File: config.mk
export PLATFORM = sky130hd
export DESIGN_NAME = rtc_mc_if_p_flat
export DESIGN_NICKNAME = d
export VERILOG_FILES = /design/src/rtl/rtc_mc_if_p_if.sv /design/src/rtl/rtc_mc_if_p.sv /design/src/flat_wrapper.sv
export SDC_FILE = /design/constraint.sdc
export NUM_CORES = 1
export LEC_CHECK = 0
export CORE_MARGIN = 2
export CORE_UTILIZATION = 40
export CTS_CLUSTER_SIZE = 40
export DETAILED_ROUTE_END_ITERATION = 12
export PLACE_DENSITY = 0.74
export SYNTH_ARGS = -nofsm -noshare
export SYNTH_HDL_FRONTEND = slang
export SYNTH_SLANG_ARGS = --single-unit
export TNS_END_PERCENT = 50
File: constraint.sdc
create_clock -name i_sys_clk -period 3.9 [get_ports i_sys_clk]
set_input_delay 0.585 -clock i_sys_clk [delete_from_list [all_inputs] [get_ports i_sys_clk]]
set_output_delay 0.585 -clock i_sys_clk [all_outputs]
set_load 0.02 [all_outputs]
File: src/rtl/rtc_mc_if_p_if.sv
// rtc_mc_if_p_if: wrapper-side and register-file-side buses of the CAN microcontroller interface
interface rtc_mc_if_p_if #(
  parameter int DATA_W   = 32,
  parameter int ADDR_W   = 6,
  parameter int NUM_REGS = 31
);
  logic [DATA_W-1:0]   i_bus_data;
  logic [ADDR_W-1:0]   i_addr;
  logic                i_r_neg_w;
  logic                i_cs;
  logic [DATA_W-1:0]   o_reg_data;
  logic                o_ack;
  logic                o_error;
  logic                o_busy;
  logic [DATA_W-1:0]   i_reg_r_data;
  logic                i_reg_ack;
  logic                i_reg_error;
  logic [DATA_W-1:0]   o_reg_w_bus;
  logic [NUM_REGS-1:0] o_rs_vector;
  logic                o_r_neg_w;
  modport slave (
    input  i_bus_data, i_addr, i_r_neg_w, i_cs, i_reg_r_data, i_reg_ack, i_reg_error,
    output o_reg_data, o_ack, o_error, o_busy, o_reg_w_bus, o_rs_vector, o_r_neg_w
  );
  modport master (
    output i_bus_data, i_addr, i_r_neg_w, i_cs, i_reg_r_data, i_reg_ack, i_reg_error,
    input  o_reg_data, o_ack, o_error, o_busy, o_reg_w_bus, o_rs_vector, o_r_neg_w
  );
endinterface

File: src/rtl/rtc_mc_if_p.sv
// rtc_mc_if_p: wrapper-bus to config-register bridge with one-hot select and ack FSM; MC_IF_TIMEOUT_EN adds an ack timeout
module rtc_mc_if_p #(
  parameter int DATA_W         = 32,
  parameter int ADDR_W         = 6,
  parameter int NUM_REGS       = 31,
  parameter int TIMEOUT_CYCLES = 16
) (
  input logic          i_sys_clk,
  input logic          i_reset_n,
  rtc_mc_if_p_if.slave bus
);
  typedef enum logic [1:0] {IDLE, DECODE, WAIT_ACK, DONE} state_t;
  state_t            state;
  logic [ADDR_W-1:0] addr_q;
  logic              r_neg_w_q;
  logic [DATA_W-1:0] data_q;
  logic              mapped;
  logic              changed;
  logic              timeout;
  assign mapped  = int'(addr_q) < NUM_REGS;
  assign changed = bus.i_addr != addr_q || bus.i_r_neg_w != r_neg_w_q;
`ifdef MC_IF_TIMEOUT_EN
  localparam int CNT_W = $clog2(TIMEOUT_CYCLES + 1);
  logic [CNT_W-1:0] cnt;
  assign timeout = cnt == CNT_W'(TIMEOUT_CYCLES - 1);
  always_ff @(posedge i_sys_clk or negedge i_reset_n)
    if (!i_reset_n) cnt <= '0;
    else cnt <= state == WAIT_ACK ? cnt + 1'b1 : '0;
`else
  assign timeout = TIMEOUT_CYCLES < 0;
`endif
  always_ff @(posedge i_sys_clk or negedge i_reset_n)
    if (!i_reset_n) begin
      state           <= IDLE;
      addr_q          <= '0;
      r_neg_w_q       <= 1'b0;
      data_q          <= '0;
      bus.o_reg_data  <= '0;
      bus.o_ack       <= 1'b0;
      bus.o_error     <= 1'b0;
      bus.o_busy      <= 1'b0;
      bus.o_reg_w_bus <= '0;
      bus.o_rs_vector <= '0;
      bus.o_r_neg_w   <= 1'b0;
    end else begin
      bus.o_ack   <= 1'b0;
      bus.o_error <= 1'b0;
      case (state)
        IDLE, DONE:
          if (bus.i_cs && (state == IDLE || changed)) begin
            addr_q     <= bus.i_addr;
            r_neg_w_q  <= bus.i_r_neg_w;
            data_q     <= bus.i_bus_data;
            bus.o_busy <= 1'b1;
            state      <= DECODE;
          end else if (!bus.i_cs) state <= IDLE;
        DECODE:
          if (!bus.i_cs) begin
            bus.o_busy <= 1'b0;
            state      <= IDLE;
          end else if (mapped) begin
            bus.o_rs_vector <= NUM_REGS'(1) << addr_q;
            bus.o_r_neg_w   <= r_neg_w_q;
            if (!r_neg_w_q) bus.o_reg_w_bus <= data_q;
            state <= WAIT_ACK;
          end else begin
            bus.o_ack   <= 1'b1;
            bus.o_error <= 1'b1;
            if (r_neg_w_q) bus.o_reg_data <= '0;
            bus.o_busy  <= 1'b0;
            state       <= DONE;
          end
        default:
          if (!bus.i_cs) begin
            bus.o_rs_vector <= '0;
            bus.o_busy      <= 1'b0;
            state           <= IDLE;
          end else if (bus.i_reg_ack || timeout) begin
            // a real ack beats a timeout landing on the same cycle
            bus.o_ack       <= 1'b1;
            bus.o_error     <= !bus.i_reg_ack || bus.i_reg_error;
            if (r_neg_w_q) bus.o_reg_data <= bus.i_reg_ack ? bus.i_reg_r_data : '0;
            bus.o_rs_vector <= '0;
            bus.o_busy      <= 1'b0;
            state           <= DONE;
          end
      endcase
    end
endmodule

File: src/flat_wrapper.sv
// flat-port wrapper written by rule: the top's interface ports become plain ports
module rtc_mc_if_p_flat 
#(
  parameter int DATA_W         = 32,
  parameter int ADDR_W         = 6,
  parameter int NUM_REGS       = 31,
  parameter int TIMEOUT_CYCLES = 16
)
  (i_sys_clk, i_reset_n, bus_i_bus_data, bus_i_addr, bus_i_r_neg_w, bus_i_cs, bus_i_reg_r_data, bus_i_reg_ack, bus_i_reg_error, bus_o_reg_data, bus_o_ack, bus_o_error, bus_o_busy, bus_o_reg_w_bus, bus_o_rs_vector, bus_o_r_neg_w);
  rtc_mc_if_p_if #(.DATA_W(DATA_W), .ADDR_W(ADDR_W), .NUM_REGS(NUM_REGS)) bus_i ();
  input logic i_sys_clk;
  input logic i_reset_n;
  input wire logic [$bits(bus_i.i_bus_data)-1:0] bus_i_bus_data;
  input wire logic [$bits(bus_i.i_addr)-1:0] bus_i_addr;
  input wire logic [$bits(bus_i.i_r_neg_w)-1:0] bus_i_r_neg_w;
  input wire logic [$bits(bus_i.i_cs)-1:0] bus_i_cs;
  input wire logic [$bits(bus_i.i_reg_r_data)-1:0] bus_i_reg_r_data;
  input wire logic [$bits(bus_i.i_reg_ack)-1:0] bus_i_reg_ack;
  input wire logic [$bits(bus_i.i_reg_error)-1:0] bus_i_reg_error;
  output wire logic [$bits(bus_i.o_reg_data)-1:0] bus_o_reg_data;
  output wire logic [$bits(bus_i.o_ack)-1:0] bus_o_ack;
  output wire logic [$bits(bus_i.o_error)-1:0] bus_o_error;
  output wire logic [$bits(bus_i.o_busy)-1:0] bus_o_busy;
  output wire logic [$bits(bus_i.o_reg_w_bus)-1:0] bus_o_reg_w_bus;
  output wire logic [$bits(bus_i.o_rs_vector)-1:0] bus_o_rs_vector;
  output wire logic [$bits(bus_i.o_r_neg_w)-1:0] bus_o_r_neg_w;
  assign bus_i.i_bus_data = bus_i_bus_data;
  assign bus_i.i_addr = bus_i_addr;
  assign bus_i.i_r_neg_w = bus_i_r_neg_w;
  assign bus_i.i_cs = bus_i_cs;
  assign bus_i.i_reg_r_data = bus_i_reg_r_data;
  assign bus_i.i_reg_ack = bus_i_reg_ack;
  assign bus_i.i_reg_error = bus_i_reg_error;
  assign bus_o_reg_data = bus_i.o_reg_data;
  assign bus_o_ack = bus_i.o_ack;
  assign bus_o_error = bus_i.o_error;
  assign bus_o_busy = bus_i.o_busy;
  assign bus_o_reg_w_bus = bus_i.o_reg_w_bus;
  assign bus_o_rs_vector = bus_i.o_rs_vector;
  assign bus_o_r_neg_w = bus_i.o_r_neg_w;
  rtc_mc_if_p #(.DATA_W(DATA_W), .ADDR_W(ADDR_W), .NUM_REGS(NUM_REGS), .TIMEOUT_CYCLES(TIMEOUT_CYCLES)) u_core (.i_sys_clk(i_sys_clk), .i_reset_n(i_reset_n), .bus(bus_i));
endmodule
Word-level counts from Yosys, hierarchy flattened:

Index checks and enable logic that the tools add are counted.

* magnitude comparators: 1
* equal/unequal tests: 12
* shift operators: 1
* multiplexer cells: 33
* bitwise operators: 2
* reductions and logical operators: 15

Operator list (number)
* 32-bit 2-to-1 mux: 6
* 31-bit 2-to-1 mux: 4
* 32-bit case mux with 2 select lines: 1
* 31-bit case mux with 2 select lines: 1
* 1-bit by 6-bit left shift with 31-bit output (first input constant): 1
* 1-bit 2-to-1 mux: 12
* 2-bit 2-to-1 mux: 5
* 4-bit AND reduction: 2
* 6-bit by 5-bit < comparator with 1-bit output (second input constant): 1
* 6-bit inequality test: 1
* 1-bit case mux with 2 select lines: 3
* 3-bit AND reduction: 2
* 5-bit AND reduction: 1
* 2-bit by 1-bit inequality test with 1-bit output (second input constant): 2
* 2-bit inequality test (second input constant): 2
* 4-bit by 1-bit inequality test with 1-bit output (second input constant): 1
* 2-bit case mux with 2 select lines: 1
* 2-bit AND reduction: 2
* 1-bit logical OR: 3
* 3-bit by 1-bit inequality test with 1-bit output (second input constant): 1
* 3-bit by 2-bit inequality test with 1-bit output (second input constant): 1
* 3-bit inequality test (second input constant): 1
* 2-bit by 1-bit equality test with 1-bit output (second input constant): 1
* 2-bit equality test (second input constant): 1
* other kinds (7): 8

* bits in registers: 140
* input bits: 76
* output and inout port bits: 99

Logic depth before layout (Yosys ltp):

* depth in word-level cells: 6
* mapped depth: 7
* mapped depth without buffers: 6

Worst setup path before layout:

Ideal clock, no wire load.

* kind: in2reg
* from: input bus_i_r_neg_w
* to: register u_core.addr_q[0]
* arrival time: 1.769 ns
* slack: 2.006 ns
* stages: 5
* path buffers: 1
* cells stage by stage: xor2_1 > nor4_4 > a311oi_4 > buf_6 > mux2_4

* word-level cells in the longest chain between the ends: 5

Ends and longest elaborated chain
* start: declaration: RTL line flat_wrapper.sv:15 `input wire logic [$bits(bus_i.i_r_neg_w)-1:0] bus_i_r_neg_w;`
* 1-bit inequality test: RTL line rtc_mc_if_p.sv:21 `assign changed = bus.i_addr != addr_q || bus.i_r_neg_w != r_neg_w_q;`
* 1-bit logical OR: RTL line rtc_mc_if_p.sv:21
* 1-bit logical OR: RTL line rtc_mc_if_p.sv:50 `if (bus.i_cs && (state == IDLE || changed)) begin`
* 1-bit logical AND: RTL line rtc_mc_if_p.sv:50
* 2-bit AND reduction (no source line)
* end signal: assignment: RTL line rtc_mc_if_p.sv:51 `addr_q <= bus.i_addr;`
* end: declaration: RTL line rtc_mc_if_p.sv:14 `logic [ADDR_W-1:0] addr_q;`

Every way passes these cells.
A chain may end at the register's enable or synchronous reset.

Worst setup path after layout:

* from: register u_core.addr_q[0]
* to: register u_core.bus.o_reg_data[16]

* word-level cells in the longest chain between the ends: 3

Ends and longest elaborated chain
* 6-bit by 5-bit < comparator with 1-bit output: RTL line rtc_mc_if_p.sv:20 `assign mapped = int'(addr_q) < NUM_REGS;`
* 2-bit inequality test (no source line)
* 5-bit AND reduction (no source line)
* end signal: assignment: RTL line rtc_mc_if_p.sv:82 `if (r_neg_w_q) bus.o_reg_data <= bus.i_reg_ack ? bus.i_reg_r_data : '0;`
* end: declaration: RTL line rtc_mc_if_p_if.sv:23 `output o_reg_data, o_ack, o_error, o_busy, o_reg_w_bus, o_rs_vector, o_r_neg_w`

Every way passes these cells.

==> results.md <==
* Placed Cells at 735
* Synth area leaders: dfrtp_1, mux2_2, mux2_4
* CTS Buf Count at 17
* Pwr Total at 6770 uW
* Total gr overflow at 0
* PortBufs at 174
* Post-Synthesis Cells at 394
* Period Utilization, post-route at 60.15%
* Vias per std cell at 4.983
* Post-synth cell types at 40
* # setup viols final at 0
* Clk network pwr share at 24.6%
* Worst slew pin tran at 1.010 ns
* Synth Flop Type: dfrtp_1
* Crit path kind: flop to flop
* Setup TNS Final at 0 ns
* CTS tree: built
* CP max stage cell: a211o_1
* Critical path required time at 4.19 ns
* GRT Total Usage at 17.70%
* Status: completed
* Critical path's top delay family: compound AO/OA/AOI/OAI gates
* Initial antenna violation count at 0
* Maxcap violations at 0
* Critical path buffer and inverter count at 0
* Sw Ratio at 33.06%
* Fmax at 426.3 MHz
* Number of nets in the layout at 649
* Routability cong. at 0.7573
* Post-CTS Setup Inserts at 0
* DRC Markers at 0
* Number of flops mapped to enable cells by yosys at 0
* Slew Limit Fails at 0
* FFs w/ async S/R, synth at 100.0%
* Pwr Density at 810.9 nW/um2
* DRT Pass-1 Iters at 5
* Min Hold Slack at 0.2134 ns
* WL/cell at 17.09 um
* FP Rows at 44
* Max VDD drop at 0.0003867 V
* Area growth from synthesis to layout at 43.21%
* Post-Route WL at 13110 um
* Core area at 14370 um2
* Tmin final at 2.346 ns
* Vias in the first global route at 4230
* Clk slew on worst S/H paths at 0.06 ns
* Sequential share of power at 35.3%
* Crit path max fanout at 32
* First-pass GRT wire length at 21910 um
* Reg2Reg Setup Slack at 1.55 ns
* Commonest non-fill, non-tap cell in the layout: clkdlybuf4s50_1
* Internal at 4532 uW
* Die Y at 124.7 um
* Netlist Area Pre-Place at 5829 um2
* Clk_lat worst skew at 0.41 ns
* H-Tree Depth at 4
* Leakage power at 0.003642 uW
* Max incr delay on CP at 0.67 ns
* CP Launch Type: flop
* CP Capture Type: flop
* Worst Skew at 0.006937 ns
* Routed via count at 3822
* Share of layout cells above drive strength 1 at 25.56%
* Clock sink total at 140
* DP HPWL at 9024 um
* Worst path arrival time at 2.64 ns
* Final hold vios at 0
* Syn nets at 473
* Post-synthesis sequential area ratio at 60.10%
* Most frequent cells in the layout: clkdlybuf4s50_1, dfrtp_1, mux2_2, mux2_4, a22o_1
* Final Non-Filler Cells at 767
* Type of the most critical hold path: input pin to async pin
* Post-synth top area share at 60.10%
* Yosys top cell by area: dfrtp_1
* # diodes at 0
* Final ANT Viol Nets at 0
* Largest net degree at the start of global routing at 79
* Effective utilization at floorplan at 40.57%
* Hold-fix buffers at CTS at 0
* Drt initial violations at 167
* Fillers at 1156
* Cells along the critical path: nand4_1, o21ba_2, a211o_1, a22o_1
* FF+latch count, synth at 140
* P_sw at 2238 uW
* Cts repair resizes at 0
* Ports at 175
* Relative slew slack at 32.70%
* Syn Area/Cell at 14.80 um2
* Die extent in x at 124.7 um
* Yosys warns at 0
* Die ar. at 15560 um2
* Clock tree buffer depth at 2
* Root Buffer: clkbuf_16
* Finished Core Util at 58.10%
* RSZ-0062 raised after global routing: no
* Gate power share at 40.1%
cells in the mapped netlist, types with 2 or more instances:
cell	n
dfrtp_1	140
mux2_2	62
mux2_4	39
a22o_1	32
nor2_1	16
nor3_1	15
clkbuf_1	9
buf_2	8
nand2_1	8
inv_1	7
xor2_1	7
nand2b_1	5
buf_6	4
nor2b_1	4
nor4_1	4
a21oi_1	3
buf_4	3
ha_1	3
mux2i_1	2
nand3_1	2
o211ai_1	2
worst paths after layout:
check                                  startpoint                    endpoint  cells after the start
min in group i_sys_clk          u_core.data_q[12]           u_core.data_q[12]                      1
worst max register to register   u_core.addr_q[0]   u_core.bus.o_reg_data[16]                      4
worst min register to register  u_core.data_q[12]           u_core.data_q[12]                      1
worst min-delay path                    i_reset_n   u_core.bus.o_reg_data[29]                      1
worst max-delay path             u_core.addr_q[0]   u_core.bus.o_reg_data[16]                      4
max in group asynchronous               i_reset_n  u_core.bus.o_reg_w_bus[21]                      2
flip-flops by register name (all words and copies together), names as in the netlist:
| signal | flops |
|---|---|
| u_core.bus.o_busy | 1 |
| u_core.bus.o_error | 1 |
| u_core.addr_q | 6 |
| u_core.r_neg_w_q | 1 |
| u_core.bus.o_ack | 1 |
| u_core.bus.o_reg_data | 32 |
| u_core.bus.o_r_neg_w | 1 |
| u_core.bus.o_rs_vector | 31 |
| u_core.data_q | 32 |
| u_core.state | 2 |
| u_core.bus.o_reg_w_bus | 32 |
per-stage QoR:
stage	setup WS, ns	instance area, um2
after floorplan	2.006	5829
after global placement	1.316	7730
after detailed placement	1.258	7730
after CTS	1.536	8348
after global routing	1.385	8348
final	1.554	8348
cell families (layout without fill, tap and decap cells):
kind of cell,count (synthesis),after routing,share of synthesized area (%)
fa+ha+maj,3,3,0.6440
compound gates,47,47,7.169
xor+xnor,7,7,1.052
mux,103,103,22.37
simple gates,63,63,5.796
buf+inv,31,220,2.876
flops,140,140,60.10
power by group through the flow:
stage               Sequential (uW)  Combinational (uW)  Clock, uW
detailed placement             2400                2740          0
global placement               2380                2680          0
floorplan                      2680                1410          0
CTS                            2390                2750       1710
global route                   2470                2890       1780
finish                         2390                2710       1670
routing by layer:
layer	share of wire [%]	up-vias	GRT usage [%]
met5	0	-	0
met3	5.7	14	6.057
met4	1.7	0	5.618
met1	43	1933	22.10
met2	49	104	29.03
li1	-	1771	-
final cells by class:
type                    count  area (um2)  area share (%)
flip-flops and latches    140        3503           41.97
multi-input cells         223        2175           26.05
repair buffers            181        1795           21.51
clock buffers              20       456.7           5.471
well taps                 184       230.2           2.758
clock inverters            12       161.4           1.933
inverters                   7       26.28          0.3147
No activity file was read; power rests on OpenSTA's default activity.
